[src/rtl/dso100fb_pkg.sv]
// Shared encodings for the DSO100FB start/stop controller and its sequencer.
// Opcodes, sequencer states, IRQ bit positions and the controller FSM state type.
package dso100fb_pkg;

    localparam logic [1:0] SEQ_STOPPED  = 2'b00;
    localparam logic [1:0] SEQ_STARTING = 2'b01;
    localparam logic [1:0] SEQ_STARTED  = 2'b10;
    localparam logic [1:0] SEQ_STOPPING = 2'b11;

    localparam logic [1:0] OP_START = 2'b01;
    localparam logic [1:0] OP_STOP  = 2'b10;

    localparam int IRQ_STARTED = 0;
    localparam int IRQ_STOPPED = 1;
    localparam int IRQ_TIMEOUT = 2;
    localparam int IRQ_CMD_ERR = 3;

    typedef enum logic [1:0] {
        ST_IDLE       = 2'd0,
        ST_WAIT_START = 2'd1,
        ST_WAIT_STOP  = 2'd2
    } ctrl_state_t;

    // One-hot mask for a single IRQ flag position.
    function automatic logic [3:0] irq_bit(input int idx);
        logic [3:0] v;
        v = '0;
        v[idx[1:0]] = 1'b1;
        return v;
    endfunction

endpackage

[src/rtl/dso100fb_startstop_ctrl_if.sv]
// Host command, sequencer and interrupt signals of the start/stop controller.
// Handshake: a command transfers on a rising CLK edge where CMD_VALID && CMD_READY; CMD_VALID is
// ignored while CMD_READY is low and nothing is queued.
interface dso100fb_startstop_ctrl_if;
    logic       CMD_VALID;
    logic [1:0] CMD_OP;
    logic       CMD_READY;
    logic       START;
    logic       STOP;
    logic       STARTED;
    logic       STOPPED;
    logic [1:0] SEQ_STATE;
    logic       BUSY;
    logic [3:0] IRQ_STATUS;
    logic [3:0] IRQ_MASK;
    logic [3:0] IRQ_CLEAR;
    logic       IRQ;

    modport master (
        output CMD_VALID, CMD_OP, STARTED, STOPPED, SEQ_STATE, IRQ_MASK, IRQ_CLEAR,
        input  CMD_READY, START, STOP, BUSY, IRQ_STATUS, IRQ
    );

    modport slave (
        input  CMD_VALID, CMD_OP, STARTED, STOPPED, SEQ_STATE, IRQ_MASK, IRQ_CLEAR,
        output CMD_READY, START, STOP, BUSY, IRQ_STATUS, IRQ
    );
endinterface

[src/rtl/dso100fb_timeout.sv]
// Loadable down-counter; o_expire marks the enabled cycle on which the count reaches zero.
module dso100fb_timeout #(
    parameter int WIDTH = 24
) (
    input  logic             CLK,
    input  logic             RST_N,
    input  logic             i_load,
    input  logic [WIDTH-1:0] i_load_val,
    input  logic             i_en,
    output logic             o_expire
);
    localparam logic [WIDTH-1:0] ONE = {{(WIDTH-1){1'b0}}, 1'b1};

    logic [WIDTH-1:0] r_count;

    always_ff @(posedge CLK or negedge RST_N) begin
        if (!RST_N) begin
            r_count <= '0;
        end else if (i_load) begin
            r_count <= i_load_val;
        end else if (i_en && (r_count != '0)) begin
            r_count <= r_count - ONE;
        end
    end

    assign o_expire = i_en && !i_load && (r_count == ONE);

endmodule

[src/rtl/dso100fb_startstop_ctrl.sv]
// Start/stop command controller: validates host commands against the sequencer state, issues
// one-cycle START/STOP requests, waits for acknowledge with a timeout and keeps sticky IRQ flags.
module dso100fb_startstop_ctrl
    import dso100fb_pkg::*;
#(
    parameter logic [23:0] TIMEOUT_CYCLES = 24'd4000000
) (
    input  logic                      CLK,
    input  logic                      RST_N,
    dso100fb_startstop_ctrl_if.slave  bus,
    output ctrl_state_t               o_dbg_state
);
    ctrl_state_t r_state;
    ctrl_state_t w_state_nxt;
    logic        r_start;
    logic        r_stop;
    logic        w_start_nxt;
    logic        w_stop_nxt;
    logic [3:0]  r_status;
    logic [3:0]  w_set;
    logic        r_irq;
    logic        w_load;
    logic        w_cnt_en;
    logic        w_expire;
    logic        w_accept;

    assign w_accept = bus.CMD_VALID && (r_state == ST_IDLE);
    assign w_cnt_en = (r_state != ST_IDLE);

    dso100fb_timeout #(.WIDTH(24)) u_timeout (
        .CLK        (CLK),
        .RST_N      (RST_N),
        .i_load     (w_load),
        .i_load_val (TIMEOUT_CYCLES),
        .i_en       (w_cnt_en),
        .o_expire   (w_expire)
    );

    always_ff @(posedge CLK or negedge RST_N) begin
        if (!RST_N) begin
            r_state <= ST_IDLE;
            r_start <= 1'b0;
            r_stop  <= 1'b0;
        end else begin
            r_state <= w_state_nxt;
            r_start <= w_start_nxt;
            r_stop  <= w_stop_nxt;
        end
    end

    always_comb begin
        w_state_nxt = r_state;
        w_start_nxt = 1'b0;
        w_stop_nxt  = 1'b0;
        w_load      = 1'b0;
        w_set       = '0;
        // Acknowledge flags record every pulse, including late ones after a timeout.
        if (bus.STARTED) w_set = w_set | irq_bit(IRQ_STARTED);
        if (bus.STOPPED) w_set = w_set | irq_bit(IRQ_STOPPED);
        case (r_state)
            ST_IDLE: begin
                if (w_accept) begin
                    if ((bus.CMD_OP == OP_START) && (bus.SEQ_STATE == SEQ_STOPPED)) begin
                        w_state_nxt = ST_WAIT_START;
                        w_start_nxt = 1'b1;
                        w_load      = 1'b1;
                    end else if ((bus.CMD_OP == OP_STOP) && (bus.SEQ_STATE == SEQ_STARTED)) begin
                        w_state_nxt = ST_WAIT_STOP;
                        w_stop_nxt  = 1'b1;
                        w_load      = 1'b1;
                    end else begin
                        w_set = w_set | irq_bit(IRQ_CMD_ERR);
                    end
                end
            end
            ST_WAIT_START: begin
                // The acknowledge wins over a timeout expiring on the same cycle.
                if (bus.STARTED) begin
                    w_state_nxt = ST_IDLE;
                end else if (w_expire) begin
                    w_state_nxt = ST_IDLE;
                    w_set       = w_set | irq_bit(IRQ_TIMEOUT);
                end
            end
            ST_WAIT_STOP: begin
                if (bus.STOPPED) begin
                    w_state_nxt = ST_IDLE;
                end else if (w_expire) begin
                    w_state_nxt = ST_IDLE;
                    w_set       = w_set | irq_bit(IRQ_TIMEOUT);
                end
            end
            default: w_state_nxt = ST_IDLE;
        endcase
    end

    // Set beats clear on the same bit; clears of other bits still take effect.
    always_ff @(posedge CLK or negedge RST_N) begin
        if (!RST_N) begin
            r_status <= '0;
            r_irq    <= 1'b0;
        end else begin
            r_status <= (r_status & ~bus.IRQ_CLEAR) | w_set;
            r_irq    <= |(r_status & bus.IRQ_MASK);
        end
    end

    assign bus.CMD_READY  = (r_state == ST_IDLE);
    assign bus.BUSY       = (r_state != ST_IDLE);
    assign bus.START      = r_start;
    assign bus.STOP       = r_stop;
    assign bus.IRQ_STATUS = r_status;
    assign bus.IRQ        = r_irq;
    assign o_dbg_state    = r_state;

endmodule
[src/flat_wrapper.sv]
// flat-port wrapper written by rule: the top's interface ports become plain ports
module dso100fb_startstop_ctrl_flat import dso100fb_pkg::*;
#(
    parameter logic [23:0] TIMEOUT_CYCLES = 24'd4000000
)
  (CLK, RST_N, o_dbg_state, bus_CMD_VALID, bus_CMD_OP, bus_STARTED, bus_STOPPED, bus_SEQ_STATE, bus_IRQ_MASK, bus_IRQ_CLEAR, bus_CMD_READY, bus_START, bus_STOP, bus_BUSY, bus_IRQ_STATUS, bus_IRQ);
  dso100fb_startstop_ctrl_if bus_i ();
  input  logic CLK;
  input  logic RST_N;
  output ctrl_state_t o_dbg_state;
  input wire logic [$bits(bus_i.CMD_VALID)-1:0] bus_CMD_VALID;
  input wire logic [$bits(bus_i.CMD_OP)-1:0] bus_CMD_OP;
  input wire logic [$bits(bus_i.STARTED)-1:0] bus_STARTED;
  input wire logic [$bits(bus_i.STOPPED)-1:0] bus_STOPPED;
  input wire logic [$bits(bus_i.SEQ_STATE)-1:0] bus_SEQ_STATE;
  input wire logic [$bits(bus_i.IRQ_MASK)-1:0] bus_IRQ_MASK;
  input wire logic [$bits(bus_i.IRQ_CLEAR)-1:0] bus_IRQ_CLEAR;
  output wire logic [$bits(bus_i.CMD_READY)-1:0] bus_CMD_READY;
  output wire logic [$bits(bus_i.START)-1:0] bus_START;
  output wire logic [$bits(bus_i.STOP)-1:0] bus_STOP;
  output wire logic [$bits(bus_i.BUSY)-1:0] bus_BUSY;
  output wire logic [$bits(bus_i.IRQ_STATUS)-1:0] bus_IRQ_STATUS;
  output wire logic [$bits(bus_i.IRQ)-1:0] bus_IRQ;
  assign bus_i.CMD_VALID = bus_CMD_VALID;
  assign bus_i.CMD_OP = bus_CMD_OP;
  assign bus_i.STARTED = bus_STARTED;
  assign bus_i.STOPPED = bus_STOPPED;
  assign bus_i.SEQ_STATE = bus_SEQ_STATE;
  assign bus_i.IRQ_MASK = bus_IRQ_MASK;
  assign bus_i.IRQ_CLEAR = bus_IRQ_CLEAR;
  assign bus_CMD_READY = bus_i.CMD_READY;
  assign bus_START = bus_i.START;
  assign bus_STOP = bus_i.STOP;
  assign bus_BUSY = bus_i.BUSY;
  assign bus_IRQ_STATUS = bus_i.IRQ_STATUS;
  assign bus_IRQ = bus_i.IRQ;
  dso100fb_startstop_ctrl #(.TIMEOUT_CYCLES(TIMEOUT_CYCLES)) u_core (.CLK(CLK), .RST_N(RST_N), .bus(bus_i), .o_dbg_state(o_dbg_state));
endmodule
[config.mk]
export PLATFORM = sky130hd
export DESIGN_NAME = dso100fb_startstop_ctrl_flat
export DESIGN_NICKNAME = d
export VERILOG_FILES = /design/src/rtl/dso100fb_pkg.sv /design/src/rtl/dso100fb_startstop_ctrl_if.sv /design/src/rtl/dso100fb_timeout.sv /design/src/rtl/dso100fb_startstop_ctrl.sv /design/src/flat_wrapper.sv
export SDC_FILE = /design/constraint.sdc
export NUM_CORES = 1
export LEC_CHECK = 0
export CAP_MARGIN = 20
export CORE_UTILIZATION = 58
export DETAILED_ROUTE_END_ITERATION = 12
export PLACE_DENSITY = 0.84
export SETUP_SLACK_MARGIN = 0.15
export SLEW_MARGIN = 20
export SYNTH_ARGS = -nofsm -noshare
export SYNTH_HDL_FRONTEND = slang
export SYNTH_HIERARCHICAL = 1
export SYNTH_SLANG_ARGS = --single-unit
[constraint.sdc]
create_clock -name CLK -period 4.9 [get_ports CLK]
set_clock_uncertainty 0.1 [all_clocks]
set_input_delay 1.225 -clock CLK [delete_from_list [all_inputs] [get_ports CLK]]
set_output_delay 1.225 -clock CLK [all_outputs]
set_load 0.05 [all_outputs]
After elaboration in Yosys (flattened, before gate mapping)
Index checks and enable logic that the tools add are counted.
Widths: inputs -> output; s select.
{ "classes": {"n_addsub": 1, "reduce_logical": 14, "mux": 28, "magnitude_cmp": 0, "n_eq_ne": 8, "n_shift": 0, "bitwise": 4, "div": 0, "mul": 0} }
{ "op_table": {"columns": ["cell", "n"], "rows": [
  ["$mux 24", 2],
  ["$eq 24x1->1 const B", 1],
  ["$reduce_bool 24->1", 1],
  ["$sub 24x1->24 const B", 1],
  ["$mux 4", 4],
  ["$mux 2", 7],
  ["$pmux 4 s3", 1],
  ["$mux 1", 11],
  ["$and 4x4->4", 2],
  ["$eq 2x2->1 const B", 3],
  ["$logic_and 1x1->1", 6],
  ["$mux 3", 2],
  ["$pmux 2 s3", 1],
  ["$eq 2x1->1 const B", 2],
  ["$logic_not 2->1", 2],
  ["$not 4->4", 1],
  ["$or 4x4->4", 1],
  ["$reduce_bool 2->1", 2],
  ["$reduce_or 4->1", 1],
  ["$ne 3x1->1 const B", 1],
  ["$ne 2x1->1 const B", 1],
  ["$reduce_and 2->1", 1],
  ["$logic_not 1->1", 1]
]} }
{ "word_totals": {"rom_bits": 0, "n_memories": 0, "latch_bits": 0, "register_bits": 33, "ram_bits": 0} }

Logic depth before layout (Yosys ltp)
{ "logic_depth": {"word_depth": 13, "mapped_depth": 9, "ltp_nobuf": 8} }

Hierarchy
Netlist, hierarchy kept.
{ "modules_own_cells": {"columns": ["mod", "cells_per_inst", "instances", "area_per_inst_um2"], "rows": [
  ["dso100fb_timeout", 181, 1, 1591.5],
  ["dso100fb_startstop_ctrl", 42, 1, 412.9]
]} }

Worst setup path after synthesis
No wires, ideal clock.
{ "synth_timing": {"kind": "reg-to-output", "startpoint": "register u_core.r_state[1], in the netlist u_core/o_dbg_state[1]", "endpoint": "output bus_BUSY", "arrival_time_ps": 1950, "setup_slack_ps": 1625, "required_ps": 3575, "path_buffers": 0, "stages_incl_launch_ff": 3, "cell_sequence": "dfrtp_1 > nor2_1 > inv_1"} }
{ "synth_between": {"elab_chain_len": 1} }
{ "synth_rtl": {"columns": ["item", "line", "source"], "rows": [
  ["start: declaration", "dso100fb_startstop_ctrl.sv:13", "ctrl_state_t r_state;"],
  ["start signal: assignment", "dso100fb_startstop_ctrl.sv:45", "r_state <= w_state_nxt;"],
  ["$reduce_bool 2->1", "dso100fb_startstop_ctrl.sv:109", "assign bus.BUSY = (r_state != ST_IDLE);"],
  ["end: declaration", "flat_wrapper.sv:21", "output wire logic [$bits(bus_i.BUSY)-1:0] bus_BUSY;"]
]} }
No other way between the ends.

Worst setup path after layout
{ "layout_timing": {"startpoint": "input bus_SEQ_STATE[0]", "endpoint": "register u_core.u_timeout.r_count[20]"} }
{ "layout_between": {"elab_chain_len": 7} }
{ "layout_rtl": {"columns": ["item", "line", "source"], "rows": [
  ["start: declaration", "flat_wrapper.sv:15", "input wire logic [$bits(bus_i.SEQ_STATE)-1:0] bus_SEQ_STATE;"],
  ["$eq 2x2->1", "dso100fb_startstop_ctrl.sv:67", "end else if ((bus.CMD_OP == OP_STOP) && (bus.SEQ_STATE == SEQ_STARTED)) begin"],
  ["$logic_and 1x1->1", "dso100fb_startstop_ctrl.sv:67", null],
  ["$mux 1", "dso100fb_startstop_ctrl.sv:67", null],
  ["$mux 1 *", "dso100fb_startstop_ctrl.sv:63", "if ((bus.CMD_OP == OP_START) && (bus.SEQ_STATE == SEQ_STOPPED)) begin"],
  ["$mux 1 *", "dso100fb_startstop_ctrl.sv:62", "if (w_accept) begin"],
  ["$mux 1 *", "dso100fb_startstop_ctrl.sv:60", "case (r_state)"],
  ["net u_core.w_load", "dso100fb_startstop_ctrl.sv:22", "logic w_load;"],
  ["$mux 24 / $reduce_bool 2->1 (equally long branches)", null, null],
  ["end signal: assignment", "dso100fb_timeout.sv:20", "r_count <= i_load_val;"],
  ["end signal: assignment", "dso100fb_timeout.sv:22", "r_count <= r_count - ONE;"],
  ["end: declaration", "dso100fb_timeout.sv:14", "logic [WIDTH-1:0] r_count;"]
]} }
The timed path passes the listed nets; every way through them passes the cells marked *.
A chain may end at the register's enable or synchronous reset.

==> metrics <==
highest cell delay on the worst timing path 0.48 ns; multi-input logic area 0.00118 sq mm; n_diodes 0; initial core utilization 63.6%; outcome completed; GPL Wtd Cong 0.836; layout cells sized above 1 7.69%; Critical Setup Path Class primary input to flop; sequential area share after synthesis 41.2%; Setup Buffers After CTS 0; Die Height 60.8 um; Post-synth ARST share 100%; # fillers 234; f_max 298 MHz; RSZ-0062 raised after global routing false; via/cell ratio 5.45; gr ovfl total 0; Layout area overhead 22.3%; Arr. time, crit path 3.46 ns; # setup viols final 0; CP Data Required Time 5.01 ns; Post-DRT Antenna Nets 0; Crit. End Element flop; CTS Hold Buffers Added 0; vias in the first global route 1590; # DRC 0; Tmin final 3.35 ns; CP max stage cell a21oi_2; fin nets 293; worst vdd ir 232 uV; cell area after layout 0.00245 sq mm; largest net degree at the start of global routing 34; Die Area 0.00369 sq mm; Distinct cells, synth 43; pwr/cell area 358 mW/mm^2; clock root cell clkbuf_4; number of CTS-inserted buffers 5; width of the chip 60.8 um; relative slew slack 45.5%; critical-path maximum fanout 22; final WL 4390 um; synth warn 6; vias post-DR 1729; clk slew on worst S/H paths 0.10 ns; Placeable Area 0.00315 sq mm; Synth Instances 223; Total Negative Setup Slacks 0 ns; CP cell instances clkdlybuf4s50_1, nand2b_1, or3_1, a21oi_2, buf_4, buf_4, nor2_1, nand3_1, o311ai_0; Top delay family on crit path buffers and inverters; CTS H-Tree Depth 2; period utilization 68.4%; CP bufs+invs 3; hpwl dp 3240 um; IO Pins 28; startpoint types primary input; ys flop type dfrtp_1; Clock Path Buffers 2; drt first pass iters 4; CTS tree done; clk sinks 33; Seq cells post-synth 33; area occupied by registers 826 sq um; Synth area leaders dfrtp_1, xnor2_1, nor4_1; Final Hold Fails 0; Port Buffers 27; Post-synth EDFFs 0; Synth top area share 41.2%; Netlist Area Pre-Place 0.00200 sq mm; Post-CTS Resized 0; Initial DRC Count 79; GRT Overall Usage 27.4%; clock latency on the worst-skew pair 0.34 ns; initial antenna violation count 0; post-synth top area cell dfrtp_1; Pleak 0.949 nW; worst slew pin tran 0.810 ns; WL per Instance 13.8 um; Placed Area 0.00240 sq mm; most frequent CP cell buf_4; Final Max Slew Viols 0; number of max-cap violations 0; first-pass GRT wire length 7350 um; Rows 20; synthesized area per cell 8.99 sq um; worst hold-check path type flop to flop
registers in the layout (all words and copies together) (netlist names):
name	flops
u_core/bus.IRQ	1
u_core/bus.IRQ_STATUS	4
u_core/bus.START	1
u_core/bus.STOP	1
u_core/o_dbg_state	2
u_core/u_timeout/r_count	24
cell families (layout without fill, tap and decap cells):
family / Yosys count / after routing / synth area share [%]
AND/OR/NAND/NOR: 97 / 97 / 26.8
AO/OA/AOI/OAI: 44 / 44 / 14.0
flip-flops: 33 / 33 / 41.2
XOR/XNOR: 19 / 19 / 8.30
buffers and inverters: 19 / 47 / 4.00
multiplexers: 6 / 6 / 3.37
adder cells (fa/ha/maj): 3 / 3 / 1.87
other: 2 / 24 / 0.375
where the power goes:
group | leakage [nW] | internal, mW | total [mW] | switching (mW)
clock | 0.0314 | 0.0677 | 0.154 | 0.0865
combinational | 0.517 | 0.135 | 0.281 | 0.146
sequential | 0.401 | 0.345 | 0.444 | 0.0986
total | 0.949 | 0.547 | 0.879 | 0.331
cell usage in the layout, fill, tap and decap left out, drive strengths merged, types with 3 or more instances in the layout:
master	netlist	routed
nor4	15	15
clkdlybuf4s50	0	27
ha	3	3
nand3	6	6
buf	2	3
xnor2	16	16
nor2	14	14
xor2	3	3
nand2b	7	7
conb	2	24
clkbuf	7	7
mux2	6	6
or3	6	6
o211ai	3	3
dfrtp	33	33
a21oi	4	4
nor3b	4	4
nand2	20	20
or4	5	5
nor3	8	8
o21ai	23	23
nor4b	3	3
inv	10	10
per-layer routing:
metal	vias up	global-route usage, %	wire, um
met1	788	36.5	2050
li1	883	-	-
met5	-	0	0
met4	0	11.0	57
met2	50	42.5	2030
met3	8	7.25	254
synthesized netlist by cell type, types with 2 or more instances:
cell	count
a21oi_1	4
o32a_1	2
nor4b_1	3
dfrtp_1	33
or4_1	4
clkbuf_1	7
and3_1	2
o21ai_1	8
xor2_1	3
o21ai_0	14
ha_1	3
a211o_1	2
a2111oi_0	2
a22oi_1	2
conb_1	2
nor3_1	8
inv_1	10
xnor2_1	16
or3_1	6
nor2_1	14
nand2b_1	7
nand2_1	20
nor4_1	15
a21o_1	2
mux2_2	5
nand4_1	2
nor3b_1	4
o211ai_1	3
nand3_1	6
worst reg2reg max path, delay by kind of cell (launching register included):
family / cells / cell delay (ns)
flops: 1 / 0.47
compound gates: 1 / 0.15
simple gates: 6 / 1.64
buf+inv: 1 / 0.20
area by class of cell:
class	count	area share (%)
clock buffer	7	2.25
multi-input combinational	193	48.3
inverter	10	1.53
tap	44	2.25
sequential	33	33.7
timing repair buffer	30	11.9
worst paths after layout:
| check | slack (ns) | start | cells after the start | endpoint |
|---|---|---|---|---|
| hold / removal | 0.42 | u_core/bus.IRQ_STATUS[1] | 1 | u_core/bus.IRQ_STATUS[1] |
| hold reg to reg | 0.42 | u_core/bus.IRQ_STATUS[1] | 1 | u_core/bus.IRQ_STATUS[1] |
| setup reg to reg | 2.22 | u_core/o_dbg_state[1] | 8 | u_core/o_dbg_state[0] |
| setup / recovery | 1.55 | bus_SEQ_STATE[0] | 9 | u_core/u_timeout/r_count[20] |
| min in group asynchronous | 1.18 | RST_N | 2 | u_core/u_timeout/r_count[18] |
| max in group asynchronous | 3.21 | RST_N | 2 | u_core/bus.IRQ_STATUS[2] |
through the flow:
stage	total power, mW	instances	util [%]	hold WS, ns	worst slack, ns
3_5_place_dp	0.724	310	76.0	0.398	1.19
4_1_cts	0.879	317	77.7	0.417	1.54
5_1_grt	0.938	317	77.7	0.445	1.39
2_1_floorplan	0.633	245	-	0.439	1.63
3_3_place_gp	0.714	310	76.0	0.389	1.25
6_report	0.879	317	77.7	0.421	1.55
Power figures use the tool's default switching activity.
